==> src/rtl/dram_arb_pkg.sv <==
// Shared widths, request record and round-robin pick function for the DRAM arbiter.
package dram_arb_pkg;

    localparam int unsigned DRAM_ADDR_W = 27;
    localparam int unsigned DRAM_DATA_W = 128;
    localparam int unsigned DRAM_MASK_W = 16;

    typedef struct packed {
        logic [DRAM_ADDR_W-1:0] addr;
        logic                   write;
        logic [DRAM_DATA_W-1:0] wdata;
        logic [DRAM_MASK_W-1:0] mask;
    } dram_req_t;

    // One-hot grant of the first set bit of valid, searching ptr, ptr+1, ... modulo n (n <= 8).
    function automatic logic [7:0] rr_pick(input logic [7:0] valid, input logic [2:0] ptr,
                                           input int unsigned n);
        logic [7:0]  grant;
        int unsigned idx;
        grant = '0;
        for (int unsigned i = 0; i < 8; i++) begin
            idx = (32'(ptr) + i) % n;
            if (i < n && grant == '0 && valid[idx[2:0]]) begin
                grant[idx[2:0]] = 1'b1;
            end
        end
        return grant;
    endfunction

endpackage

==> src/rtl/dram_arb_tag_fifo.sv <==
// In-order FIFO of requester ids for outstanding DRAM reads.
module dram_arb_tag_fifo #(
    parameter int unsigned W     = 1,
    parameter int unsigned DEPTH = 8
) (
    input  logic                   clk,
    input  logic                   reset,
    input  logic                   push,
    input  logic                   pop,
    input  logic [W-1:0]           din,
    output logic [W-1:0]           dout,
    output logic                   full,
    output logic                   empty,
    output logic [$clog2(DEPTH):0] count
);

    localparam int unsigned AW = $clog2(DEPTH);

    logic [W-1:0]  r_mem [DEPTH];
    logic [AW-1:0] r_wp;
    logic [AW-1:0] r_rp;
    logic [AW:0]   r_count;
    logic          w_do_push;
    logic          w_do_pop;

    assign full      = (r_count == (AW+1)'(DEPTH));
    assign empty     = (r_count == '0);
    assign count     = r_count;
    assign dout      = r_mem[r_rp];
    // A push into a full FIFO is only legal when the head is popped in the same cycle.
    assign w_do_pop  = pop & ~empty;
    assign w_do_push = push & (~full | w_do_pop);

    always_ff @(posedge clk) begin
        if (w_do_push) begin
            r_mem[r_wp] <= din;
        end
    end

    always_ff @(posedge clk or posedge reset) begin
        if (reset) begin
            r_wp    <= '0;
            r_rp    <= '0;
            r_count <= '0;
        end else begin
            if (w_do_push) r_wp <= r_wp + 1'b1;
            if (w_do_pop)  r_rp <= r_rp + 1'b1;
            if (w_do_push && !w_do_pop)      r_count <= r_count + 1'b1;
            else if (w_do_pop && !w_do_push) r_count <= r_count - 1'b1;
        end
    end

endmodule

==> src/rtl/dram_arbiter.sv <==
// CH-channel round-robin arbiter with one request stage and in-order read-return routing.
// Optional per-channel grant counters are built when DRAM_ARBITER_STATS_EN is defined.
module dram_arbiter
    import dram_arb_pkg::*;
#(
    parameter int unsigned CH        = 2,
    parameter int unsigned ADDR_W    = DRAM_ADDR_W,
    parameter int unsigned DATA_W    = DRAM_DATA_W,
    parameter int unsigned TAG_DEPTH = 8
) (
    input  logic                       clk,
    input  logic                       reset,
    input  logic                       sdram_init_busy,
    input  logic [CH*ADDR_W-1:0]       ch_address,
    input  logic [CH-1:0]              ch_write,
    input  logic [CH-1:0]              ch_valid,
    output logic [CH-1:0]              ch_ready,
    input  logic [CH*DATA_W-1:0]       ch_wdata,
    input  logic [CH*(DATA_W/8)-1:0]   ch_wdata_mask,
    output logic [DATA_W-1:0]          ch_rdata,
    output logic [CH-1:0]              ch_rdata_valid,
    output logic [ADDR_W-1:0]          dram_address,
    output logic                       dram_write,
    output logic                       dram_valid,
    input  logic                       dram_ready,
    output logic [DATA_W-1:0]          dram_wdata,
    output logic [DATA_W/8-1:0]        dram_wdata_mask,
    input  logic [DATA_W-1:0]          dram_rdata,
    input  logic                       dram_rdata_valid,
    output logic                       err_orphan,
    output logic [CH*16-1:0]           stat_req_count
);

    localparam int unsigned MASK_W = DATA_W / 8;
    localparam int unsigned IDW    = (CH > 1) ? $clog2(CH) : 1;
    localparam int unsigned CW     = $clog2(TAG_DEPTH) + 1;

    logic              r_stage_valid;
    logic [ADDR_W-1:0] r_addr;
    logic              r_write;
    logic [DATA_W-1:0] r_wdata;
    logic [MASK_W-1:0] r_mask;
    logic [IDW-1:0]    r_stage_ch;
    logic [IDW-1:0]    r_ptr;
    logic [DATA_W-1:0] r_rdata;
    logic [CH-1:0]     r_rdata_valid;
    logic              r_orphan;

    logic              w_grant_en;
    logic              w_read_block;
    logic [CH-1:0]     w_elig;
    logic [CH-1:0]     w_grant;
    logic [IDW-1:0]    w_sel;
    logic [ADDR_W-1:0] w_addr;
    logic              w_wr;
    logic [DATA_W-1:0] w_wdata;
    logic [MASK_W-1:0] w_mask;
    logic              w_push;
    logic              w_pop;
    logic [IDW-1:0]    w_head;
    logic              w_full;
    logic              w_empty;
    logic [CW-1:0]     w_count;
    logic [CH-1:0]     w_rv_next;

    // A read granted now reaches the FIFO while the staged read (if any) is already counted,
    // so reserve its slot here; the handshake then can never push into a full FIFO.
    assign w_read_block = w_full ||
                          (r_stage_valid && !r_write && (32'(w_count) == TAG_DEPTH - 1));
    assign w_grant_en   = ~reset & ~sdram_init_busy & (~r_stage_valid | dram_ready);
    assign w_elig       = ch_valid & (ch_write | {CH{~w_read_block}});
    assign w_grant      = w_grant_en ? CH'(rr_pick(8'(w_elig), 3'(r_ptr), CH)) : '0;

    always_comb begin
        w_sel   = '0;
        w_addr  = '0;
        w_wr    = 1'b0;
        w_wdata = '0;
        w_mask  = '0;
        for (int unsigned i = 0; i < CH; i++) begin
            if (w_grant[i]) begin
                w_sel   = IDW'(i);
                w_addr  = ch_address[i*ADDR_W +: ADDR_W];
                w_wr    = ch_write[i];
                w_wdata = ch_wdata[i*DATA_W +: DATA_W];
                w_mask  = ch_wdata_mask[i*MASK_W +: MASK_W];
            end
        end
    end

    always_ff @(posedge clk or posedge reset) begin
        if (reset) begin
            r_stage_valid <= 1'b0;
            r_addr        <= '0;
            r_write       <= 1'b0;
            r_wdata       <= '0;
            r_mask        <= '0;
            r_stage_ch    <= '0;
            r_ptr         <= '0;
        end else if (|w_grant) begin
            r_stage_valid <= 1'b1;
            r_addr        <= w_addr;
            r_write       <= w_wr;
            r_wdata       <= w_wdata;
            r_mask        <= w_mask;
            r_stage_ch    <= w_sel;
            r_ptr         <= IDW'((32'(w_sel) + 1) % CH);
        end else if (dram_ready) begin
            r_stage_valid <= 1'b0;
        end
    end

    assign w_push = r_stage_valid & dram_ready & ~r_write;
    assign w_pop  = dram_rdata_valid & ~w_empty;

    dram_arb_tag_fifo #(
        .W     (IDW),
        .DEPTH (TAG_DEPTH)
    ) u_tag_fifo (
        .clk   (clk),
        .reset (reset),
        .push  (w_push),
        .pop   (w_pop),
        .din   (r_stage_ch),
        .dout  (w_head),
        .full  (w_full),
        .empty (w_empty),
        .count (w_count)
    );

    always_comb begin
        w_rv_next = '0;
        for (int unsigned i = 0; i < CH; i++) begin
            w_rv_next[i] = w_pop && (w_head == IDW'(i));
        end
    end

    always_ff @(posedge clk or posedge reset) begin
        if (reset) begin
            r_rdata       <= '0;
            r_rdata_valid <= '0;
            r_orphan      <= 1'b0;
        end else begin
            r_rdata_valid <= w_rv_next;
            if (w_pop) r_rdata <= dram_rdata;
            if (dram_rdata_valid && w_empty) r_orphan <= 1'b1;
        end
    end

`ifdef DRAM_ARBITER_STATS_EN
    logic [CH*16-1:0] r_stat;
    always_ff @(posedge clk or posedge reset) begin
        if (reset) begin
            r_stat <= '0;
        end else begin
            for (int unsigned i = 0; i < CH; i++) begin
                if (w_grant[i] && r_stat[i*16 +: 16] != 16'hFFFF) begin
                    r_stat[i*16 +: 16] <= r_stat[i*16 +: 16] + 16'd1;
                end
            end
        end
    end
    assign stat_req_count = r_stat;
`else
    assign stat_req_count = '0;
`endif

    assign ch_ready        = w_grant;
    assign ch_rdata        = r_rdata;
    assign ch_rdata_valid  = r_rdata_valid;
    assign dram_address    = r_addr;
    assign dram_write      = r_write;
    assign dram_valid      = r_stage_valid;
    assign dram_wdata      = r_wdata;
    assign dram_wdata_mask = r_mask;
    assign err_orphan      = r_orphan;

endmodule

==> config.mk <==
export PLATFORM = sky130hd
export DESIGN_NAME = dram_arbiter
export DESIGN_NICKNAME = d
export VERILOG_FILES = /design/src/rtl/dram_arb_pkg.sv /design/src/rtl/dram_arb_tag_fifo.sv /design/src/rtl/dram_arbiter.sv
export SDC_FILE = /design/constraint.sdc
export NUM_CORES = 1
export LEC_CHECK = 0
export BUFFER_PORTS_ARGS = -buffer_cell sky130_fd_sc_hd__buf_2
export CAP_MARGIN = 10
export CORE_AREA = 2 2 321 323
export CTS_CLUSTER_DIAMETER = 40
export CTS_CLUSTER_SIZE = 10
export DETAILED_ROUTE_END_ITERATION = 7
export DIE_AREA = 0 0 323 325
export PLACE_DENSITY = 0.36
export SYNTH_ARGS = -nofsm -noshare
export SYNTH_HDL_FRONTEND = slang
export SYNTH_SLANG_ARGS = --single-unit
==> constraint.sdc <==
create_clock -name clk -period 17.47 [get_ports clk]
set_input_delay 5.241 -clock clk [delete_from_list [all_inputs] [get_ports clk]]
set_output_delay 5.241 -clock clk [all_outputs]
set_load 0.05 [all_outputs]
==> results of run 1 <==
per-layer routing:
layer,routed length [um],up-vias,GRT usage [%]
met5,13,-,0
met4,1830,2,5.04
met3,4610,89,3.08
met2,28100,650,17.6
met1,20300,5818,10.8
li1,-,5212,-
state kept, by name, summed over array words and instances (netlist names):
| name | flops |
|---|---|
| ch_rdata | 128 |
| ch_rdata_valid | 2 |
| dram_address | 27 |
| dram_valid | 1 |
| dram_wdata | 128 |
| dram_wdata_mask | 16 |
| dram_write | 1 |
| err_orphan | 1 |
| r_ptr | 1 |
| r_stage_ch | 1 |
| u_tag_fifo.count | 4 |
| u_tag_fifo.r_mem | 8 |
| u_tag_fifo.r_rp | 3 |
| u_tag_fifo.r_wp | 3 |
logic make-up (layout without fill, tap and decap cells):
logic type,after synthesis,after routing,synth area share (%)
adders and majority gates,6,6,0.621
buffers and inverters,281,1101,10.5
DFF,324,324,61.3
other,1,38,0.0282
AOI/OAI and AO/OA,195,195,14.1
and+or+nand+nor,41,41,1.59
xor gates and xnor gates,7,7,0.461
muxes,133,133,11.4
worst max-delay path: stages:
cell      delay [ns]
buf_2           0.12
or3b_2          0.48
o22ai_1         0.31
o2111a_4        0.72
buf_2           0.38
cells in the mapped netlist (all sizes together), types with 4 or more instances:
cell	instances	area [sq um]
mux2	130	1460
ha	5	62.6
inv	175	657
a21oi	11	55.1
a21o	4	30.0
dfrtp	316	7910
nand2	12	45.0
clkbuf	13	48.8
nand2b	6	37.5
nor2	10	37.5
xnor2	5	43.8
edfxtp	8	240
a221oi	10	87.6
a222oi	161	1610
buf	93	686
power groups by stage:
stage / combinational (mW) / sequential, mW / clock (mW)
2_1_floorplan: 0.346 / 1.86 / 0
3_3_place_gp: 1.49 / 1.14 / 0
3_5_place_dp: 1.50 / 1.14 / 0
4_1_cts: 1.50 / 1.14 / 1.51
5_1_grt: 1.56 / 1.16 / 1.54
6_report: 1.48 / 1.14 / 1.46
how the worst max path moves through the flow:
stage / startpoint / end / slack (ns) / depth (start not counted)
finish: ch_write[0] / ch_ready[1] / 4.96 / 5
global route: ch_write[0] / ch_ready[1] / 4.87 / 5
CTS: ch_write[0] / ch_ready[1] / 4.95 / 5
detailed placement: ch_write[0] / ch_ready[1] / 4.95 / 5
global placement: ch_write[0] / ch_ready[1] / 4.96 / 5
floorplan: reset / ch_rdata[0] / 3.49 / 1
cell type report:
class                           count  area, sq um  share of cell area [%]
Timing Repair Buffer              796         4030                    19.1
Tap cell                         1368         1710                    8.11
Sequential cell                   324         8150                    38.6
Antenna cell                        6         15.0                  0.0711
Clock buffer                       89         2000                    9.47
Clock inverter                     41          628                    2.98
Inverter                          175          664                    3.15
Multi-Input combinational cell    414         3910                    18.5
==> flow_summary.toml, run 1 <==
[logic_synthesis]
async_flop_share_pct = 97.5
syn_inst = 988
yosysSeqAreaShare_pct = 61.3
ys_seq_elements = 324
synth_edf_count = 8
ys.flop_type = "dfrtp_1"
syn_area_sq_um = 13300
synth_area_per_cell_sq_um = 13.5
synth_cell_type_count = 40
yosys_warnings = 0

[status]
status = "finished, violations left"
violations = "design-rule violations"

[floorplanning]
die_height_um = 325
rows = 117
initial_core_util_pct = 13.1
fp.dieW_um = 323
core_sq_um = 101000
dieArea_sq_um = 105000
io_pins = 817

[placement]
dpl.hpwl_um = 41500
port_buffers = 784
post_dp_cell_area_sq_um = 18500
placed_cells = 3077
routabilityCongestion = 0.854
place_ws_ns = 4.95

[timing]
post-route-min-period_ns = 12.51
fin_crit_sh_pct = 71.6
worst_pin_slew_ns = 1.14
max-slew-margin-rel_pct = 24.2
rsz0062_at_grt = "no"
setup_tns_ns = 0
maxSlewViolCount = 0
final_hold_viol_count = 0
finalSetupViolCount = 0
max_freq_mhz = 79.9
fin_skew_ns = 0.0183
fin_ws_ns = 4.96
whs_ns = 0.448

[global_route]
antenna_found_initial = 10
grt_overflow_total = 0
grt_pass1_vias = 12500
grt_usage_pct = 10.0
grt_max_degree = 125
grt_pass1_wl_um = 78300

[routing]
detail_route.wirelength_um = 54900
drt_first_pass_iters = 8
route.vias.total = 11800
drtAntennaViolNets = 0
vias_per_cell = 3.66
route.detailed.wl_per_inst_um = 17.1
drc = 17
drtIter0Drc = 1224

[power_and_ir_drop]
power.total_mw = 4.08
p_int_mw = 2.36
irDropWorstVdd_mv = 0.0789
p_comb_share_pct = 36.3
sw_frac_of_total_pct = 42.2
netSwitchingPower_mw = 1.72
clockPowerShare_pct = 35.8
power_density_nw_per_um2 = 193
p_leak_nw = 11.1
share_seq_of_total_power_pct = 27.9

[setup_path]
cp_max_fo = 52
arrival_ns = 7.27
startpoint_type = "primary input"
rrSetupSlack_ns = 13.46
critical_path_required_ns = 12.23
rr_startpoint = "u_tag_fifo.count[0]"
criticalPathCategory = "in2out"
rr_worst_depth = 7
end_kind = "primary output"
r2r_end = "dram_address[6]"

[cells_and_area]
final_cell_mix = "buf_2, dfrtp_1, inv_1"
utilization_pct = 20.8
fillers = 11100
final_cells = 3213
final_common_cell = "buf_2"
area_delta_synth_final_pct = 58.7
stdcell_area_sq_um = 21100
drive_gt1_share_pct = 57.7
fin_nets = 2267

[flow_run]
max_cap_viol_count = 0

[clock_tree]
post_cts_buffers = 0
cts_root_buf = "clkbuf_16"
ctsHoldBuffers = 0
clkTransAtPathRegs_ns = 0.04
numCtsBuffers = 71
cts_resized = 0
htreeDepth = 3
cts_tree = "built"
clk_path_buf_depth = 3
cts.sinks = 324
clk-insertion-delay-late_ns = 0.61

[worst_hold_path]
min_path_type = "reg2reg"
hold_end = "err_orphan"
hold_depth = 1
hp-start = "err_orphan"
Power figures use the tool's default switching activity.
==> inputs of run 2 (changes only) <==
Clock period 17.47 ns to 13 ns, I/O delays scaled along.
==> run 2 against run 1 <==
  * The flow still finishes with violations (design-rule violations)
  * Combinational power increased by 34%
  * Via count increased by 0.72%
  * Total power increased by 32%
  * Sequential power increased by 33%
  * Register-to-register slack got worse by 4.5 ns
  * Worst hold slack got worse by 0.00073 ns
==> flow_summary.toml, run 2 (same netlist as run 1, synthesis figures left out) <==
[placement]
placed_cells = 3077
routabilityCongestion = 0.842
port_buffers = 784
dpl.hpwl_um = 41600

[clock_tree]
numCtsBuffers = 75
cts.sinks = 324
cts_tree = "built"
cts_root_buf = "clkbuf_16"
post_cts_buffers = 0
clk-insertion-delay-late_ns = 0.62
cts_resized = 0
ctsHoldBuffers = 0
clk_path_buf_depth = 3
htreeDepth = 3
clkTransAtPathRegs_ns = 0.04

[routing]
drc = 5
drtIter0Drc = 1113
drtAntennaViolNets = 0
route.vias.total = 11900
detail_route.wirelength_um = 55800
vias_per_cell = 3.69
drt_first_pass_iters = 8
route.detailed.wl_per_inst_um = 17.4

[global_route]
met1_usage_pct = 10.8
groute.layer.met3.usage_pct = 2.96
grt_max_degree = 109
grt_overflow_total = 0
globalRouteMet2Util_pct = 18.2
grt_pass1_wl_um = 79200
grt_pass1_vias = 12400
grt_usage_pct = 10.2
busiest_layer = "met2"
antenna_found_initial = 7

[timing]
max_freq_mhz = 98.5
fin_skew_ns = 0.0263
maxSlewViolCount = 0
setup_tns_ns = 0
finalSetupViolCount = 0
max-slew-margin-rel_pct = 28.3
worst_pin_slew_ns = 1.08
rsz0062_at_grt = "no"
post-route-min-period_ns = 10.16
fin_crit_sh_pct = 78.1
final_hold_viol_count = 0

[setup_path]
cp_max_fo = 84
startpoint_type = "primary input"
cpPeakStageDelay_ns = 0.78
critical_path_buf_inv_count = 3
criticalPathCategory = "in2out"
rr_startpoint = "u_tag_fifo.count[0]"
cp_cell_sequence = "buf_2 -> or3b_2 -> o22ai_1 -> o2111a_4 -> buf_4 -> buf_2"
arrival_ns = 6.26
critical_path_required_ns = 9.10
slowest_stage = "buf_4"
cpMostUsedCell = "buf_2"
rrSetupSlack_ns = 8.99
r2r_end = "dram_address[6]"
rr_worst_depth = 7
end_kind = "primary output"
cp_top_family = "buffers and inverters"

[cells_and_area]
final_cell_mix = "buf_2, dfrtp_1, inv_1"
fin_nets = 2271
area_delta_synth_final_pct = 57.8
final_common_cell = "buf_2"
final_cells = 3215
drive_gt1_share_pct = 57.5

[power_and_ir_drop]
share_seq_of_total_power_pct = 28.3
p_int_mw = 3.09
irDropWorstVdd_mv = 0.129
power_density_nw_per_um2 = 257
p_leak_nw = 11.0
clockPowerShare_pct = 34.7
netSwitchingPower_mw = 2.30
p_comb_share_pct = 37.0
sw_frac_of_total_pct = 42.7

[floorplanning]
die_height_um = 325
io_pins = 817
initial_core_util_pct = 13.1
core_sq_um = 101000
rows = 117
dieArea_sq_um = 105000
fp.dieW_um = 323

[flow_run]
max_cap_viol_count = 0

[status]
violations = "design-rule violations"
status = "finished, violations left"

[worst_hold_path]
hold_end = "err_orphan"
hp-start = "err_orphan"
hold_depth = 1
min_path_type = "reg2reg"
run 2: worst register-to-register path, delay by kind of cell, from the launching register on:
family                 cells  cell delay (ns)
buffers and inverters      2             1.81
AO/OA/AOI/OAI              4             1.07
AND/OR/NAND/NOR            1             0.61
flip-flops                 1             0.46
run 2: final cells by class:
class	count	area (sq um)
Clock inverter	40	464
Timing Repair Buffer	796	4030
Sequential cell	324	8150
Fill cell	11200	80300
Inverter	175	664
Antenna cell	4	10.0
Multi-Input combinational cell	414	3910
Clock buffer	94	2050
Tap cell	1368	1710
run 2: worst max-delay path by stage:
| stage | startpoint | endpoint | slack (ns) | cells after the start |
|---|---|---|---|---|
| floorplan | reset | ch_rdata[0] | 0.36 | 1 |
| global placement | ch_write[0] | ch_ready[1] | 2.78 | 6 |
| detailed placement | ch_write[0] | ch_ready[1] | 2.82 | 6 |
| CTS | ch_write[0] | ch_ready[1] | 2.82 | 6 |
| global route | ch_write[0] | ch_ready[1] | 2.71 | 6 |
| finish | ch_write[0] | ch_ready[1] | 2.84 | 6 |
run 2: stage by stage:
step	util (%)	setup WS, ns	power, mW	hold slack, ns	cell area, sq um
final	20.7	2.84	5.39	0.447	21000
after global routing	20.7	2.71	5.64	0.486	21000
after CTS	20.7	2.82	5.48	0.450	21000
after detailed placement	18.2	2.82	3.55	0.440	18500
after global placement	18.2	2.78	3.54	0.435	18500
after floorplan	-	0.357	2.97	0.463	13400
run 2: routing by layer:
metal / wire [um] / part of all wire, %
met4: 1850 / 3.3
met3: 4590 / 8.2
met5: 0 / 0
met2: 29000 / 52
met1: 20300 / 36
run 2: power by group through the flow:
| stage | Sequential [mW] | Clock (mW) | Combinational, mW |
|---|---|---|---|
| 4_1_cts | 1.52 | 1.94 | 2.02 |
| 6_report | 1.52 | 1.87 | 1.99 |
| 3_3_place_gp | 1.53 | 0 | 2.01 |
| 5_1_grt | 1.56 | 1.99 | 2.10 |
| 3_5_place_dp | 1.53 | 0 | 2.02 |
| 2_1_floorplan | 2.50 | 0 | 0.464 |
==> inputs of run 3 (changes only) <==
Settings changed: CORE_AREA 2 2 321 323 to 2 2 318 320, DIE_AREA 0 0 323 325 to 0 0 320 322, PLACE_DENSITY 0.36 to 0.38.
Clock period 13 ns to 8.35 ns, I/O delays scaled along.
==> run 3 against run 2 <==
  * The flow still finishes with violations (design-rule violations)
  * Register-to-register slack worse by 4.8 ns
  * Core utilization rose by 0.12 points
  * Global-route usage increased by 0.23 points
  * Sequential share of layout area is 0.44 points higher
  * Total power increased by 53%
  * Sequential power is 56% higher
  * Clock power is 47% higher
==> flow_summary.toml, run 3 (same netlist as run 1, synthesis figures left out) <==
[routing]
drtAntennaViolNets = 0
drtIter0Drc = 1195
route.vias.total = 11700
route.detailed.wl_per_inst_um = 18.0
drc = 13
drt_first_pass_iters = 8
detail_route.wirelength_um = 56200
vias_per_cell = 3.75

[cells_and_area]
drive_gt1_share_pct = 57.4
fin_nets = 2260
fillers = 10900
final_common_cell = "buf_2"
final_cell_mix = "buf_2, dfrtp_1, inv_1"
area_delta_synth_final_pct = 56.1

[floorplanning]
dieArea_sq_um = 103000
initial_core_util_pct = 13.4
rows = 116
core_sq_um = 99600
die_height_um = 322
fp.dieW_um = 320
io_pins = 817

[placement]
routabilityCongestion = 0.891
dpl.hpwl_um = 41900
port_buffers = 784

[power_and_ir_drop]
p_leak_nw = 10.9
power_density_nw_per_um2 = 398
irDropWorstVdd_mv = 0.198

[setup_path]
cpMostUsedCell = "buf_2"
critical_path_required_ns = 5.85
arrival_ns = 4.03
cp_cell_sequence = "buf_2 -> or3b_2 -> o22a_4 -> a311oi_4 -> buf_2"
cp_top_family = "compound AO/OA/AOI/OAI gates"
end_kind = "primary output"
slowest_stage = "or3b_2"
criticalPathCategory = "in2out"
critical_path_buf_inv_count = 2
cp_max_fo = 4
startpoint_type = "primary input"
cpPeakStageDelay_ns = 0.47

[clock_tree]
clk_path_buf_depth = 3
cts_tree = "built"
cts_root_buf = "clkbuf_16"
cts.sinks = 324
cts_resized = 0
clkTransAtPathRegs_ns = 0.05
numCtsBuffers = 67
post_cts_buffers = 0
clk-insertion-delay-late_ns = 0.62
htreeDepth = 3
ctsHoldBuffers = 0

[global_route]
grt_overflow_total = 0
antenna_found_initial = 12
grt_pass1_wl_um = 79900
grt_pass1_vias = 12500
grt_usage_pct = 10.4
grt_max_degree = 173

[timing]
fin_skew_ns = 0.0199
max_freq_mhz = 153
fin_crit_sh_pct = 78.2
whs_ns = 0.446
post-route-min-period_ns = 6.53
rsz0062_at_grt = "no"
maxSlewViolCount = 0
max-slew-margin-rel_pct = 20.4
final_hold_viol_count = 0
finalSetupViolCount = 0
setup_tns_ns = 0
worst_pin_slew_ns = 1.19

[flow_run]
max_cap_viol_count = 0

[worst_hold_path]
min_path_type = "reg2reg"

[status]
violations = "design-rule violations"
status = "finished, violations left"
-- run 3: cell types whose count changed in the layout (fill, tap and decap cells not counted), moves of 2 or more --
cell,change
clkbuf_1,-3
clkbuf_16,-7
clkinv_1,-2
clkinv_4,+3
buf_4,-7
inv_16,+2
buf_12,+4
clkinv_16,+2
clkinv_8,-2
clkinvlp_4,-3
-- run 3: final timing paths --
| check | end | start | slack (ns) | cells after the start |
|---|---|---|---|---|
| max | ch_ready[0] | ch_write[1] | 1.82 | 5 |
| min | err_orphan | err_orphan | 0.45 | 1 |
| max reg2reg | dram_address[3] | u_tag_fifo.count[0] | 4.19 | 7 |
| min reg2reg | err_orphan | err_orphan | 0.45 | 1 |
| max in group asynchronous | ch_rdata[53] | reset | 4.96 | 4 |
| min in group asynchronous | dram_address[13] | reset | 2.02 | 2 |
-- run 3: area by class of cell --
type	count	area, sq um	share of cell area, %
Tap cell	1298	1620	7.83
Antenna cell	3	7.51	0.0362
Sequential cell	324	8150	39.3
Timing Repair Buffer	793	4050	19.5
Multi-Input combinational cell	414	3910	18.9
Clock inverter	38	494	2.38
Clock buffer	83	1850	8.91
Inverter	175	661	3.18
-- run 3: power breakdown --
part           leakage, nW  total, mW  switching [mW]  internal [mW]
combinational         5.86       3.14            2.35          0.784
sequential            3.93       2.37           0.318           2.06
clock                 1.14       2.75           0.939           1.81
total                 10.9       8.26            3.61           4.65
-- run 3: per-stage QoR --
stage | cell area (sq um) | instances | setup WS, ns | power (mW) | util [%]
floorplan | 13400 | 1019 | 1.63 | 4.62 | -
global placement | 18400 | 3004 | 1.81 | 5.53 | 18.5
detailed placement | 18400 | 3004 | 1.82 | 5.56 | 18.5
CTS | 20700 | 3125 | 1.82 | 8.40 | 20.8
global route | 20800 | 3128 | 1.77 | 8.65 | 20.8
finish | 20800 | 3128 | 1.82 | 8.26 | 20.8
-- run 3: metal layers --
layer | global-route usage (%) | routed length, um | vias up
li1 | - | - | 5190
met2 | 17.8 | 28400 | 633
met5 | 0 | 67 | -
met4 | 5.40 | 2150 | 10
met3 | 3.92 | 5180 | 113
met1 | 11.1 | 20300 | 5777
